File: src/rtl/datapath_p.sv
// datapath_p: fetch/exec datapath, ADD/SUB/LDI/BEQ over an NREG x WIDTH file.
// Define DATAPATH_P_OVF_STICKY_EN to make alu_ovf sticky until rst or start.
module datapath_p #(
    parameter int WIDTH = 8,
    parameter int NREG  = 4,
    parameter int AW    = 4,
    localparam int RW   = $clog2(NREG),
    localparam int KA   = (WIDTH > AW) ? WIDTH : AW,
    localparam int K    = (KA > RW) ? KA : RW,
    localparam int IW   = 2 + 2 * RW + K
) (
    input  logic             clk,
    input  logic             rst,
    input  logic             start,
    input  logic [AW-1:0]    start_addr,
    output logic             ins_req,
    output logic [AW-1:0]    ins_addr,
    input  logic             ins_ack,
    input  logic [IW-1:0]    ins_data,
    input  logic [RW-1:0]    dbg_sel,
    output logic [WIDTH-1:0] dbg_data,
    output logic [AW-1:0]    pc,
    output logic             alu_eq,
    output logic             alu_ovf,
    output logic             busy,
    output logic             halted
);

    typedef enum logic [1:0] {IDLE, FETCH, EXEC, HALT} state_e;

    localparam logic [1:0] OP_ADD = 2'b00;
    localparam logic [1:0] OP_SUB = 2'b01;
    localparam logic [1:0] OP_LDI = 2'b10;
    localparam logic [1:0] OP_BEQ = 2'b11;

    state_e           state_q;
    logic [AW-1:0]    pc_q;
    logic [WIDTH-1:0] regs_q [NREG];
    logic [IW-1:0]    ir_q;
    logic             eq_q;
    logic             ovf_q;
    logic             req_q;
    logic             busy_q;
    logic             halt_q;

    logic [1:0]       op;
    logic [RW-1:0]    f1;
    logic [RW-1:0]    f2;
    logic [K-1:0]     f3;
    logic [WIDTH-1:0] opa;
    logic [WIDTH-1:0] opb;
    logic [WIDTH-1:0] res;
    logic             eq_d;
    logic             ovf_d;
    logic             ovf_nx;
    logic [AW-1:0]    pc_inc;
    logic [AW-1:0]    tgt;

    assign op     = ir_q[IW-1 -: 2];
    assign f1     = ir_q[IW-3 -: RW];
    assign f2     = ir_q[IW-3-RW -: RW];
    assign f3     = ir_q[K-1:0];
    assign pc_inc = pc_q + AW'(1);
    assign tgt    = f3[AW-1:0];

    always_comb begin
        opa = regs_q[f2];
        opb = regs_q[f3[RW-1:0]];
        if (op == OP_BEQ) begin
            opa = regs_q[f1];
            opb = regs_q[f2];
        end
        res  = op[0] ? (opa - opb) : (opa + opb);
        eq_d = (opa == opb);
        // Signed overflow: result sign disagrees with the operand-sign rule.
        if (op[0]) begin
            ovf_d = (opa[WIDTH-1] != opb[WIDTH-1]) &&
                    (res[WIDTH-1] != opa[WIDTH-1]);
        end else begin
            ovf_d = (opa[WIDTH-1] == opb[WIDTH-1]) &&
                    (res[WIDTH-1] != opa[WIDTH-1]);
        end
`ifdef DATAPATH_P_OVF_STICKY_EN
        ovf_nx = ovf_q | ovf_d;
`else
        ovf_nx = ovf_d;
`endif
    end

    always_ff @(posedge clk) begin
        if (rst) begin
            state_q <= IDLE;
            pc_q    <= '0;
            ir_q    <= '0;
            eq_q    <= 1'b0;
            ovf_q   <= 1'b0;
            req_q   <= 1'b0;
            busy_q  <= 1'b0;
            halt_q  <= 1'b0;
            for (int i = 0; i < NREG; i++) begin
                regs_q[i] <= '0;
            end
        end else if (start) begin
            // Also aborts an in-flight fetch or exec without any write.
            state_q <= FETCH;
            pc_q    <= start_addr;
            req_q   <= 1'b1;
            busy_q  <= 1'b1;
            halt_q  <= 1'b0;
`ifdef DATAPATH_P_OVF_STICKY_EN
            ovf_q   <= 1'b0;
`endif
        end else begin
            unique case (state_q)
                FETCH: begin
                    if (ins_ack) begin
                        ir_q    <= ins_data;
                        state_q <= EXEC;
                        req_q   <= 1'b0;
                    end
                end
                EXEC: begin
                    state_q <= FETCH;
                    req_q   <= 1'b1;
                    pc_q    <= pc_inc;
                    unique case (op)
                        OP_ADD, OP_SUB: begin
                            regs_q[f1] <= res;
                            eq_q       <= eq_d;
                            ovf_q      <= ovf_nx;
                        end
                        OP_LDI: begin
                            regs_q[f1] <= f3[WIDTH-1:0];
                        end
                        default: begin
                            eq_q <= eq_d;
                            if (eq_d && (tgt == pc_q)) begin
                                state_q <= HALT;
                                req_q   <= 1'b0;
                                busy_q  <= 1'b0;
                                halt_q  <= 1'b1;
                                pc_q    <= pc_q;
                            end else if (eq_d) begin
                                pc_q <= tgt;
                            end
                        end
                    endcase
                end
                default: begin
                end
            endcase
        end
    end

    assign ins_req  = req_q;
    assign ins_addr = pc_q;
    assign pc       = pc_q;
    assign alu_eq   = eq_q;
    assign alu_ovf  = ovf_q;
    assign busy     = busy_q;
    assign halted   = halt_q;
    assign dbg_data = regs_q[dbg_sel];

endmodule

File: config.mk
export PLATFORM = sky130hd
export DESIGN_NAME = datapath_p
export DESIGN_NICKNAME = d
export VERILOG_FILES = /design/src/rtl/datapath_p.sv
export SDC_FILE = /design/constraint.sdc
export NUM_CORES = 1
export LEC_CHECK = 0
export CAP_MARGIN = 5
export CORE_ASPECT_RATIO = 0.6
export CORE_MARGIN = 2
export CORE_UTILIZATION = 30
export CTS_CLUSTER_DIAMETER = 30
export DETAILED_ROUTE_END_ITERATION = 16
export PLACE_DENSITY_LB_ADDON = 0.12
export SLEW_MARGIN = 20
export SYNTH_ARGS = -nofsm -noshare
export SYNTH_HDL_FRONTEND = slang
export SYNTH_SLANG_ARGS = --single-unit
File: constraint.sdc
create_clock -name clk -period 4.3 [get_ports clk]
set_clock_uncertainty 0.05 [all_clocks]
set_input_delay 1.29 -clock clk [delete_from_list [all_inputs] [get_ports clk]]
set_output_delay 1.29 -clock clk [all_outputs]
set_load 0.01 [all_outputs]
Word level (Yosys, flattened, before mapping)
Memory sizes are Yosys's and may differ from the RTL's. A register that Yosys moved wholly into a read port is not among the register bits.
Cells that the tools add are included.
{"block": "word_totals", "register_bits": 25, "ramBits": 32, "in_bits": 24, "out_inout_bits": 21, "wordCells": 96, "memories": 1}
{"block": "classes", "addsub": 3, "n_eq_ne": 14, "mux": 45, "bitwise": 4, "n_reduce_logical": 20}
{"memory": "regs_q", "depth": 4, "word_bits": 8, "read_ports": 4, "rd_clocked_by_memory_dff": 3, "wr": 4, "line": "38", "rtl": "logic [WIDTH-1:0] regs_q [NREG];"}
{"cell": "$mux 8", "count": 5}
{"cell": "$mux 1", "count": 23}
{"cell": "$mux 2", "count": 10}
{"cell": "$mux 4", "count": 5}
{"cell": "$reduce_and 3->1", "count": 5}
{"cell": "$add 8x8->8", "count": 1}
{"cell": "$eq 8x8->1", "count": 1}
{"cell": "$reduce_or 8->1", "count": 1}
{"cell": "$sub 8x8->8", "count": 1}
{"cell": "$eq 2x2->1 const B", "count": 3}
{"cell": "$ne 3x3->1 const B", "count": 2}
{"cell": "$reduce_and 2->1", "count": 3}
{"cell": "$reduce_bool 2->1", "count": 3}
{"cell": "$add 4x1->4 const B", "count": 1}
{"cell": "$eq 2x1->1 const B", "count": 2}
{"cell": "$eq 4x4->1", "count": 1}
{"cell": "$pmux 2 s2", "count": 1}
{"cell": "$reduce_or 2->1", "count": 2}
{"cell": "$logic_and 1x1->1", "count": 3}
{"cell": "$not 1->1", "count": 3}
{"cell": "$reduce_bool 3->1", "count": 1}
{"cell": "$reduce_or 3->1", "count": 1}
{"cell": "$logic_not 2->1", "count": 1}
{"cell": "$ne 1x1->1", "count": 2}
{"cell": "5 further kinds", "count": 5}

Depth between registers and ports, before layout
Gate-level depths: netlist (run 1).
{"block": "depth", "word_depth": 10, "depth_mapped": 15, "ltp_nobuf": 12}

Worst setup path after synthesis (run 1)
Ideal clock, no wire load.
{"block": "synth_path", "path_kind": "input-to-output", "startpoint": "input port dbg_sel[0]", "endpoint": "output port dbg_data[0]", "t_arrival_ps": 2305, "t_required_ps": 2960, "slack_ps": 655, "stages": 2, "path_buffers": 1, "path_cell_list": "clkbuf_1 -> mux4_2"}
{"block": "synth_via", "elab_chain_cells": 1}
{"element": "start, declared", "line": "20", "rtl": "input logic [RW-1:0] dbg_sel,"}
{"element": "$mem_v2 4x8"}
{"element": "end, declared", "line": "21", "rtl": "output logic [WIDTH-1:0] dbg_data,"}
No other way between the ends.

Final worst setup path (run 1)
{"block": "layout_path", "startpoint": "input port dbg_sel[0]", "endpoint": "output port dbg_data[2]"}
The elaborated chain is that of the path after synthesis.

==> flow_summary.json, run 1 <==
{
  "status": "finished, final reports clean",
  "path_clk_slew_ns": 0.06,
  "p_leak_nw": 2.05,
  "cts_root_buffer": "clkbuf_16",
  "n_fill_cell": 1493,
  "final-hold-violation-count": 0,
  "cts_tree": "yes",
  "dp_hpwl_um": 9910,
  "synthDominantCellAreaShare": 0.219,
  "first_global_vias": 3402,
  "avgRoutedWirePerCell_um": 19.5,
  "setup_viol": 0,
  "synthTopCellsByCount": "nand2_1, a21oi_1, edfxtp_1",
  "initial_core_util": 0.305,
  "synthFlopType": "edfxtp_1",
  "yosys-top-cells-area": "edfxtp_1, dfxtp_1, mux4_1",
  "crit_type": "in -> out",
  "slew_violations": 0,
  "place_area_mm2": 0.00506,
  "synth_most_common_cell": "nand2_1",
  "cp.required_ns": 2.96,
  "final_area_mm2": 0.00537,
  "die_w_um": 160,
  "path_buf_inv": 3,
  "synth_async_sr_flop_share": 0,
  "crit_family": "buffers and inverters",
  "drc": 0,
  "routed_via_density": 5.24,
  "worstHoldPathType": "reg -> reg",
  "synth.distinct_cells": 65,
  "grt_pass1_wl_um": 20400,
  "cts_sinks": 63,
  "postCtsSetupBuffers": 0,
  "clock_latency_ns": 0.33,
  "slew_headroom": 0.545,
  "drt-total-wl_um": 13300,
  "worst_slew_pin_slew_ns": 0.681,
  "core_mm2": 0.0144,
  "fmax_mhz": 244,
  "place_inst": 664,
  "cp-start-kind": "input pin",
  "io_buffers": 44,
  "cp.arrival_ns": 2.76,
  "htree_levels": 3,
  "critPathCaptureType": "primary output",
  "max-vdd-ir-drop_mv": 0.157,
  "synth_enable_flop_cells": 32,
  "yosysSeqAreaShare": 0.361,
  "cap_violations": 0,
  "yosysTopAreaCell": "edfxtp_1",
  "fin_cells": 680,
  "period_minus_slack_ns": 4.10,
  "rsz0062_at_grt": "false",
  "cts-hold-fix-buffers": 0,
  "grt_max_degree": 21,
  "synth-seq-cells": 63,
  "syn_nets": 477,
  "routabilityCongestion": 0.847,
  "syn_area_mm2": 0.00438,
  "fin_nets": 519,
  "antenna_found_initial": 1,
  "drive_gt1_frac": 0.110,
  "core.rowCount": 34,
  "avgSynthCellArea_um2": 10.1,
  "numCtsBuffers": 9,
  "n_antenna_cell": 0,
  "drtPass1Iterations": 6,
  "period_share": 0.953,
  "track_usage": 0.175,
  "ioPinCount": 45,
  "syn_to_final_growth_pct": 22.7,
  "route.vias.total": 3563,
  "p_per_area_mw_per_mm2": 322,
  "die-area_mm2": 0.0156,
  "ys_warn_count": 0,
  "drtIter0Drc": 305,
  "ant_nets": 0,
  "path_cells": "clkdlybuf4s50_1 > buf_12 > mux4_2 > dlygate4sd2_1",
  "setup_tns_ns": 0,
  "grt_remaining_overflow": 0,
  "crit_fanout": 8,
  "slowest_stage": "mux4_2",
  "postSynthCellCount": 435,
  "cts_buffer_depth": 2,
  "die_height_um": 97.6,
  "reg2reg_slack_ns": 0.41,
  "slowest_delay_ns": 0.51
}
[layout by cell type, fill, tap and decap left out, types with 10 or more instances in the layout]
master	Yosys	routed
a21oi_1	38	38
buf_4	4	15
clkdlybuf4s50_1	0	36
dfxtp_1	31	31
edfxtp_1	32	32
ha_1	16	16
inv_1	21	21
mux4_1	21	21
mux4_2	11	11
nand2_1	80	80
nor2_1	24	24
nor3_1	11	11
o21ai_0	12	12
xnor2_1	10	10
[power breakdown]
group	internal [mW]	total [mW]	switching, mW
Clock	0.504	0.770	0.266
Sequential	0.652	0.679	0.0274
Combinational	0.137	0.279	0.143
Total	1.29	1.73	0.436
[tightest hold or removal path, cell delays in order, from the launching register on]
cell	delay, ns
dfxtp_1	0.31
nand2_1	0.05
a21oi_1	0.05
[sequential cells by signal, summed over array words and instances (netlist names), named ones only]
signal and cells:
ir_q 14, halted 1, regs_q 32, state_q 2
busy 1, alu_eq 1, ins_req 1, ins_addr 4
alu_ovf 1
[cell type report]
type / count / area (um^2) / area share
multi-input combinational: 321 / 2560 / 0.477
sequential: 63 / 1580 / 0.294
timing repair buffer: 61 / 594 / 0.111
tap: 198 / 248 / 0.0461
clock buffer: 11 / 233 / 0.0433
inverter: 21 / 78.8 / 0.0147
clock inverter: 5 / 75.1 / 0.0140
[worst paths after layout]
| check | startpoint | to | depth (start not counted) |
|---|---|---|---|
| worst max-delay path | dbg_sel[0] | dbg_data[2] | 4 |
| worst min-delay path | ir_q[7] | ir_q[7] | 2 |
| worst min register to register | ir_q[7] | ir_q[7] | 2 |
| worst max register to register | flop | regs_q[2][6] | 13 |
[routing by layer]
| layer | routed length, um | part of all wire | vias to the layer above | GRT usage |
|---|---|---|---|---|
| met4 | 54 | 0.0041 | 0 | 0.0360 |
| met5 | 0 | 0 | - | 0 |
| met3 | 671 | 0.051 | 9 | 0.0397 |
| met2 | 5430 | 0.41 | 100 | 0.240 |
| met1 | 7120 | 0.54 | 1772 | 0.277 |
| li1 | - | - | 1682 | - |
[repair_timing]
action | CTS | global route
endpoints found under the setup margin | 5 | 3
hold endpoints to repair | 0 | 0
resized for setup | 5 | 3
[cells by family (layout without fill, tap and decap cells)]
family                   after synthesis  in the layout  share of synthesized area
AND/OR/NAND/NOR                      169            169                      0.187
AO/OA/AOI/OAI                         84             84                      0.119
flip-flops                            63             63                      0.361
buffers and inverters                 51             98                     0.0534
multiplexers                          38             38                      0.199
adder cells (fa/ha/maj)               18             18                     0.0549
XOR/XNOR                              12             12                     0.0257
[stage by stage]
step / setup WS (ns) / util / hold WS, ns / power [mW]
3_5_place_dp: -0.0171 / 0.352 / 0.403 / 0.971
6_report: 0.203 / 0.374 / 0.405 / 1.73
3_3_place_gp: -0.0172 / 0.352 / 0.396 / 0.970
5_1_grt: 0.139 / 0.374 / 0.431 / 1.80
2_1_floorplan: 0.655 / - / 0.383 / 0.857
4_1_cts: 0.00868 / 0.373 / 0.411 / 1.74
No activity file was read; power rests on OpenSTA's default activity.
==> inputs of run 2 (changes only) <==
--- a/config.mk
+++ b/config.mk
@@ -5,7 +5,7 @@
 export SDC_FILE = /design/constraint.sdc
 export NUM_CORES = 1
 export LEC_CHECK = 0
-export CAP_MARGIN = 5
+export CAP_MARGIN = 15
 export CORE_ASPECT_RATIO = 0.6
 export CORE_MARGIN = 2
 export CORE_UTILIZATION = 30
==> results of run 2 <==
The final DEF is identical to that of run 1; final timing and power are the same.
